File: config.mk
export PLATFORM = sky130hd
export DESIGN_NAME = dac_mix_scheduler_flat
export DESIGN_NICKNAME = d
export VERILOG_FILES = /design/src/rtl/dac_mix_if.sv /design/src/rtl/dac_mix_scheduler.sv /design/src/flat_wrapper.sv
export SDC_FILE = /design/constraint.sdc
export NUM_CORES = 1
export LEC_CHECK = 0
export ABC_AREA = 1
export BUFFER_PORTS_ARGS = -buffer_cell sky130_fd_sc_hd__buf_2
export CAP_MARGIN = 20
export CORE_MARGIN = 10
export CORE_UTILIZATION = 45
export CTS_CLUSTER_SIZE = 8
export DETAILED_ROUTE_END_ITERATION = 12
export GPL_ROUTABILITY_DRIVEN = 0
export MAX_ROUTING_LAYER = met4
export PLACE_DENSITY_LB_ADDON = 0.08
export SLEW_MARGIN = 20
export SYNTH_ARGS = -nofsm -noshare
export SYNTH_HDL_FRONTEND = slang
export SYNTH_SLANG_ARGS = --single-unit
File: constraint.sdc
create_clock -name clk -period 5.6 [get_ports clk]
set_input_delay 0.56 -clock clk [delete_from_list [all_inputs] [get_ports clk]]
set_output_delay 0.56 -clock clk [all_outputs]
set_load 0.01 [all_outputs]
File: src/rtl/dac_mix_if.sv
// Voice handshake and DAC-side signals of the mixer scheduler.
// The master modport is the voice/control side; slave is the scheduler.
interface dac_mix_if #(
    parameter int unsigned NVOICE = 3
);
    logic                   enable;
    logic [12*NVOICE-1:0]   v_data;
    logic [NVOICE-1:0]      v_valid;
    logic [NVOICE-1:0]      v_ready;
    logic                   sample_tick;
    logic [11:0]            dac_din;
    logic                   dac_strobe;
    logic                   muted;
    logic [NVOICE-1:0]      overrun;

    modport master (
        output enable, v_data, v_valid,
        input  v_ready, sample_tick, dac_din, dac_strobe, muted, overrun
    );

    modport slave (
        input  enable, v_data, v_valid,
        output v_ready, sample_tick, dac_din, dac_strobe, muted, overrun
    );
endinterface

File: src/rtl/dac_mix_scheduler.sv
// Sample-rate scheduler and mixer feeding a 12-bit delta-sigma DAC: captures voices,
// sums them one per cycle each sample period, clamps, applies a mute ramp and outputs.
module dac_mix_scheduler #(
    parameter int unsigned NVOICE     = 3,
    parameter int unsigned SAMPLE_DIV = 1134,
    parameter int unsigned RAMP_STEP  = 1
) (
    input logic      clk,
    input logic      rst,
    dac_mix_if.slave bus
);
    localparam int unsigned DivW = $clog2(SAMPLE_DIV);
    localparam int unsigned KW   = (NVOICE > 1) ? $clog2(NVOICE) : 1;

    localparam logic [1:0] StIdle  = 2'd0;
    localparam logic [1:0] StMix   = 2'd1;
    localparam logic [1:0] StScale = 2'd2;
    localparam logic [1:0] StOut   = 2'd3;

    logic [DivW-1:0]   div_q, div_d;
    logic              tick;

    logic [NVOICE-1:0] v_ready_q, v_ready_d;
    logic [NVOICE-1:0] seen_q, seen_d;
    logic [NVOICE-1:0] overrun_q, overrun_d;
    logic [NVOICE-1:0] xfer;
    logic [11:0]       hold_q [NVOICE];
    logic [11:0]       hold_d [NVOICE];
    logic [11:0]       snap_q [NVOICE];
    logic [11:0]       snap_d [NVOICE];

    logic [1:0]          state_q, state_d;
    logic [KW-1:0]       k_q, k_d;
    logic signed [13:0]  acc_q, acc_d;
    logic signed [20:0]  p_q, p_d;
    logic [8:0]          gain_q, gain_d;
    logic [11:0]         dac_din_q, dac_din_d;
    logic                muted_q, muted_d;

    logic [11:0]         sel;
    logic signed [13:0]  voice_s;
    logic signed [11:0]  m;
    logic signed [21:0]  m_ext, g_ext, prod;
    logic signed [20:0]  p_shift;
    logic [11:0]         dac_val;
    logic [9:0]          gain_up;
    logic                strobe;
    logic                unused_bits;

    // Divider and per-period voice capture.
    assign tick = (div_q == DivW'(SAMPLE_DIV - 1));
    assign xfer = bus.v_valid & v_ready_q;

    always_comb begin
        div_d     = tick ? '0 : div_q + 1'b1;
        v_ready_d = '1;
        hold_d    = hold_q;
        for (int i = 0; i < NVOICE; i++) begin
            if (xfer[i]) begin
                hold_d[i] = bus.v_data[12*i +: 12];
            end
        end
        // A transfer in the tick cycle already belongs to the next period.
        seen_d    = tick ? xfer : (seen_q | xfer);
        overrun_d = overrun_q | (xfer & seen_q & {NVOICE{~tick}});
    end

    // Datapath: voice select, offset removal, clamp, gain multiply, output offset.
    always_comb begin
        sel = 12'h800;
        for (int i = 0; i < NVOICE; i++) begin
            if (k_q == KW'(i)) begin
                sel = snap_q[i];
            end
        end
    end

    assign voice_s = {{2{~sel[11]}}, ~sel[11], sel[10:0]};

    always_comb begin
        if (acc_q > 14'sd2047) begin
            m = 12'sd2047;
        end else if (acc_q < -14'sd2048) begin
            m = -12'sd2048;
        end else begin
            m = acc_q[11:0];
        end
    end

    assign m_ext   = 22'(m);
    assign g_ext   = 22'($signed({1'b0, gain_q}));
    assign prod    = m_ext * g_ext;
    assign p_shift = p_q >>> 8;
    assign dac_val = p_shift[11:0] + 12'h800;
    assign gain_up = {1'b0, gain_q} + 10'(RAMP_STEP);
    assign strobe  = (state_q == StOut);

    assign unused_bits = ^{prod[21], p_shift[20:12]};

    // Sequencer: IDLE -> MIX (NVOICE cycles) -> SCALE -> OUT -> IDLE.
    always_comb begin
        state_d   = state_q;
        k_d       = k_q;
        acc_d     = acc_q;
        p_d       = p_q;
        gain_d    = gain_q;
        dac_din_d = dac_din_q;
        snap_d    = snap_q;
        unique case (state_q)
            StIdle: begin
                if (tick) begin
                    snap_d  = hold_q;
                    acc_d   = '0;
                    k_d     = '0;
                    state_d = StMix;
                end
            end
            StMix: begin
                acc_d = acc_q + voice_s;
                if (k_q == KW'(NVOICE - 1)) begin
                    state_d = StScale;
                end else begin
                    k_d = k_q + 1'b1;
                end
            end
            StScale: begin
                p_d     = prod[20:0];
                state_d = StOut;
            end
            StOut: begin
                dac_din_d = dac_val;
                if (bus.enable) begin
                    gain_d = (gain_up > 10'd256) ? 9'd256 : gain_up[8:0];
                end else begin
                    gain_d = (gain_q < 9'(RAMP_STEP)) ? 9'd0 : gain_q - 9'(RAMP_STEP);
                end
                state_d = StIdle;
            end
            default: state_d = StIdle;
        endcase
        muted_d = (gain_d == 9'd0);
    end

    always_ff @(posedge clk) begin
        if (rst) begin
            div_q     <= '0;
            v_ready_q <= '0;
            seen_q    <= '0;
            overrun_q <= '0;
            state_q   <= StIdle;
            k_q       <= '0;
            acc_q     <= '0;
            p_q       <= '0;
            gain_q    <= '0;
            dac_din_q <= 12'h800;
            muted_q   <= 1'b1;
            for (int i = 0; i < NVOICE; i++) begin
                hold_q[i] <= 12'h800;
                snap_q[i] <= 12'h800;
            end
        end else begin
            div_q     <= div_d;
            v_ready_q <= v_ready_d;
            seen_q    <= seen_d;
            overrun_q <= overrun_d;
            state_q   <= state_d;
            k_q       <= k_d;
            acc_q     <= acc_d;
            p_q       <= p_d;
            gain_q    <= gain_d;
            dac_din_q <= dac_din_d;
            muted_q   <= muted_d;
            hold_q    <= hold_d;
            snap_q    <= snap_d;
        end
    end

    // The new sample is visible in the strobe cycle itself and held afterwards.
    assign bus.dac_din     = strobe ? dac_val : dac_din_q;
    assign bus.dac_strobe  = strobe;
    assign bus.sample_tick = tick;
    assign bus.v_ready     = v_ready_q;
    assign bus.overrun     = overrun_q;
    assign bus.muted       = muted_q;
endmodule
File: src/flat_wrapper.sv
// flat-port wrapper written by rule: the top's interface ports become plain ports
module dac_mix_scheduler_flat 
#(
    parameter int unsigned NVOICE     = 3,
    parameter int unsigned SAMPLE_DIV = 1134,
    parameter int unsigned RAMP_STEP  = 1
)
  (clk, rst, bus_enable, bus_v_data, bus_v_valid, bus_v_ready, bus_sample_tick, bus_dac_din, bus_dac_strobe, bus_muted, bus_overrun);
  dac_mix_if #(.NVOICE(NVOICE)) bus_i ();
  input logic clk;
  input logic rst;
  input wire logic [$bits(bus_i.enable)-1:0] bus_enable;
  input wire logic [$bits(bus_i.v_data)-1:0] bus_v_data;
  input wire logic [$bits(bus_i.v_valid)-1:0] bus_v_valid;
  output wire logic [$bits(bus_i.v_ready)-1:0] bus_v_ready;
  output wire logic [$bits(bus_i.sample_tick)-1:0] bus_sample_tick;
  output wire logic [$bits(bus_i.dac_din)-1:0] bus_dac_din;
  output wire logic [$bits(bus_i.dac_strobe)-1:0] bus_dac_strobe;
  output wire logic [$bits(bus_i.muted)-1:0] bus_muted;
  output wire logic [$bits(bus_i.overrun)-1:0] bus_overrun;
  assign bus_i.enable = bus_enable;
  assign bus_i.v_data = bus_v_data;
  assign bus_i.v_valid = bus_v_valid;
  assign bus_v_ready = bus_i.v_ready;
  assign bus_sample_tick = bus_i.sample_tick;
  assign bus_dac_din = bus_i.dac_din;
  assign bus_dac_strobe = bus_i.dac_strobe;
  assign bus_muted = bus_i.muted;
  assign bus_overrun = bus_i.overrun;
  dac_mix_scheduler #(.NVOICE(NVOICE), .SAMPLE_DIV(SAMPLE_DIV), .RAMP_STEP(RAMP_STEP)) u_core (.clk(clk), .rst(rst), .bus(bus_i));
endmodule
==> reports/results.ini <==
[synthesis]
ys_warn_count=0
synth_async_sr_flop_share_pct=0
netlist_area_sq_mm=0.0106
synth-seq-cells=142
synth_cell_types=48
syn_nets=1664
seq_area_frac_synth_pct=26.9
synth-edff-count=0
synth_cells=1468
yosys_most_used_dff=dfxtp_1
syn_area_per_cell_sq_um=7.19

[floorplanning]
ios=63
fp.dieH_microns=173
row_count=56
start_util_pct=45.4
core_area_sq_mm=0.0233
die_area_sq_mm=0.0300
die-width_microns=173

[route]
drtIter0Drc=444
drc_errors=0
avgViaCountPerCell=4.89
firstDrtPassIters=4
postRouteAntennaNets=0
routed_wl_microns=27500
wl_per_cell_microns=14.9
num_vias=9043

[timing]
setup_tns_ps=0
fin_crit_sh_pct=93.1
period_minus_slack_ps=5220
setup_ws_ps=384
fin_hold_ws_ps=327
skew_ps=13.2
relSlewSlack_pct=40.5
worst_pin_slew_ps=892
drv_slew=0
finalHoldViolCount=0
fmax_mhz=192
setup_viol=0

[global_routing]
antenna_found_initial=0
grt_overflow_total=0
grt_pass1_wl_microns=46100
grt_max_degree=58
track_usage_pct=19.3
grt_pass1_vias=9148

[pwr]
p_leak_nw=5.92
peakVddDrop_mv=0.177
powerDensity_mw_per_mm2=244

[outcome]
status=finished, final reports clean

[worst_setup_path]
rr_worst_depth=25
worstSetupEndpointType=register
cp_max_fo=11
start_kind=register
worstSetupPathType=reg2reg
regToRegSetupSlack_ps=380
cp.required_ps=5940
critPathLaunch=u_core.acc_q[12]$_SDFFE_PP0P_
r2r-start=u_core.acc_q[12]$_SDFFE_PP0P_
rr_endpoint=u_core.p_q[19]$_SDFFE_PP0P_
crit_path_end=u_core.p_q[19]$_SDFFE_PP0P_
worstPathArrival_ps=5550

[clock_tree]
insertion_delay_ps=440
clkTransAtPathRegs_ps=70
cts_tree=built
root_buffer=clkbuf_16
cts_max_level=4
clock_sinks=142
cts_buffers=17
cts_buffer_depth=2

[placed_design]
place_ws_ps=131
dpl.cell_count=1818
placed_area_sq_mm=0.0112
port_buffers=62
dp_hpwl_microns=21200

[final_layout]
area_growth_pct=12.2
fill_cells=2372
drive_above_1_share_pct=10.2
n_antenna_cell=0
final_area_sq_mm=0.0118
fin_nets=1715
stdcell_count=1851

[hold_path]
holdCritPathClass=in2reg

[flow_run]
max_cap_violations=0

area by class of cell:
cell class | instances | area, sq um | share of cell area (%)
Timing Repair Buffer | 86 | 493 | 4.16
Clock buffer | 18 | 439 | 3.71
Inverter | 232 | 871 | 7.35
Tap cell | 319 | 399 | 3.37
Clock inverter | 14 | 173 | 1.46
Multi-Input combinational cell | 1040 | 6630 | 55.9
Sequential cell | 142 | 2850 | 24.0
worst max-delay path, cell delays in order, from the launching register on:
cell     delay (ps)
dfxtp_1         390
nand2_1         110
nand2_4         120
o21ai_1         110
inv_1           140
nand2_1         100
fa_1            540
inv_1            50
fa_1            470
fa_1            520
fa_1            540
inv_1            60
fa_1            520
inv_1            40
ha_1            370
nand4_1         150
nor3_2          160
nand3_1         110
nand2_2         130
nand2_1          80
nor2_2          120
nor2_1           60
nand2_1          50
nand3_1          70
nand2_1          70
inv_1            40
logic make-up (layout without fill, tap and decap cells):
family,count (synthesis),after routing,share of synthesized area [%]
buffers and inverters,286,350,10.6
and+or+nand+nor,622,622,23.7
xor gates and xnor gates,23,23,1.91
adders and majority gates,154,154,24.4
AOI/OAI and AO/OA,241,241,12.4
DFF,142,142,26.9
power breakdown:
| group | internal (mW) | switching, mW | leakage [nW] |
|---|---|---|---|
| clock network | 0.653 | 0.545 | 0.298 |
| registers | 1.08 | 0.0651 | 1.16 |
| logic | 0.176 | 0.371 | 4.46 |
| total | 1.91 | 0.981 | 5.92 |
state kept, by name (all words and copies together) (netlist names):
name                cells
u_core.k_q              2
u_core.bus.overrun      3
u_core.seen_q           3
u_core.bus.muted        1
u_core.state_q          2
u_core.bus.v_ready      1
u_core.hold_q          36
u_core.snap_q          36
u_core.acc_q           14
u_core.p_q             12
u_core.gain_q           9
u_core.dac_din_q       12
u_core.div_q           11
layout by cell type (no fill, tap or decap), types with 2 or more instances in the layout:
| cell type | count |
|---|---|
| dfxtp_1 | 140 |
| clkinv_8 | 2 |
| nand2_2 | 9 |
| clkbuf_16 | 17 |
| inv_1 | 219 |
| fa_1 | 87 |
| a21oi_1 | 89 |
| a21oi_2 | 2 |
| a22oi_1 | 10 |
| clkinv_1 | 2 |
| o22ai_1 | 3 |
| inv_8 | 6 |
| inv_2 | 11 |
| nand3b_1 | 3 |
| o21bai_1 | 3 |
| xnor2_1 | 6 |
| nand2_1 | 261 |
| nand3_1 | 45 |
| nand4_1 | 9 |
| nor3_1 | 11 |
| a31oi_1 | 5 |
| dfxtp_2 | 2 |
| o21ai_2 | 2 |
| clkinv_4 | 3 |
| buf_4 | 25 |
| buf_2 | 61 |
| nor2_1 | 270 |
| o21ai_0 | 105 |
| xor2_1 | 17 |
| o21ai_1 | 9 |
| o211ai_1 | 4 |
| nor2_2 | 4 |
| ha_1 | 66 |
| o21a_1 | 2 |
stage by stage:
step	util (%)	power, mW
after floorplan	-	1.53
after global placement	48.1	1.71
after detailed placement	48.1	1.71
after CTS	50.8	2.91
after global routing	50.9	3.04
final	50.9	2.89
cells in the mapped netlist (2+ instances only):
cell type | n | area (sq um)
dfxtp_1 | 142 | 2840
nand3_1 | 45 | 225
nand2_1 | 263 | 987
o211ai_1 | 4 | 30.0
nand2_2 | 8 | 50.1
inv_1 | 221 | 830
ha_1 | 67 | 838
a21oi_1 | 89 | 445
o22ai_1 | 3 | 18.8
nand4_1 | 9 | 56.3
o21a_1 | 2 | 15.0
buf_2 | 9 | 45.0
o21ai_1 | 9 | 45.0
xor2_1 | 17 | 149
a21oi_2 | 2 | 17.5
xnor2_1 | 6 | 52.6
nor2_1 | 271 | 1020
buf_1 | 3 | 11.3
nand3b_1 | 3 | 22.5
a31oi_1 | 5 | 31.3
clkinv_1 | 2 | 7.51
fa_1 | 87 | 1740
buf_4 | 6 | 45.0
o21ai_0 | 106 | 531
nor3_1 | 12 | 60.1
inv_2 | 9 | 33.8
o21bai_1 | 3 | 22.5
nor2_2 | 3 | 18.8
clkbuf_1 | 34 | 128
a22oi_1 | 10 | 75.1
worst min path at each step:
stage,from,cells past startpoint,end
floorplan,u_core.hold_q[11]$_SDFFE_PP1P_,2,u_core.snap_q[11]$_SDFFE_PP1P_
global placement,u_core.k_q[0]$_SDFFE_PP0P_,1,u_core.k_q[0]$_SDFFE_PP0P_
detailed placement,u_core.k_q[0]$_SDFFE_PP0P_,1,u_core.k_q[0]$_SDFFE_PP0P_
CTS,bus_v_data[11],3,u_core.hold_q[35]$_SDFFE_PP1P_
global route,bus_v_data[11],3,u_core.hold_q[35]$_SDFFE_PP1P_
finish,bus_v_data[11],3,u_core.hold_q[35]$_SDFFE_PP1P_
routing by layer:
metal / wire [microns] / GRT usage [%]
met3: 878 / 2.53
met4: 367 / 4.89
met1: 12900 / 23.9
met2: 13400 / 32.6
met5: 0 / -
what timing repair did:
action                     in CTS  in global routing
hold buffers                    0                  0
resized for setup               0                 11
setup buffers                   0                  1
setup endpoints to repair       0                 10
Power figures use the tool's default switching activity.
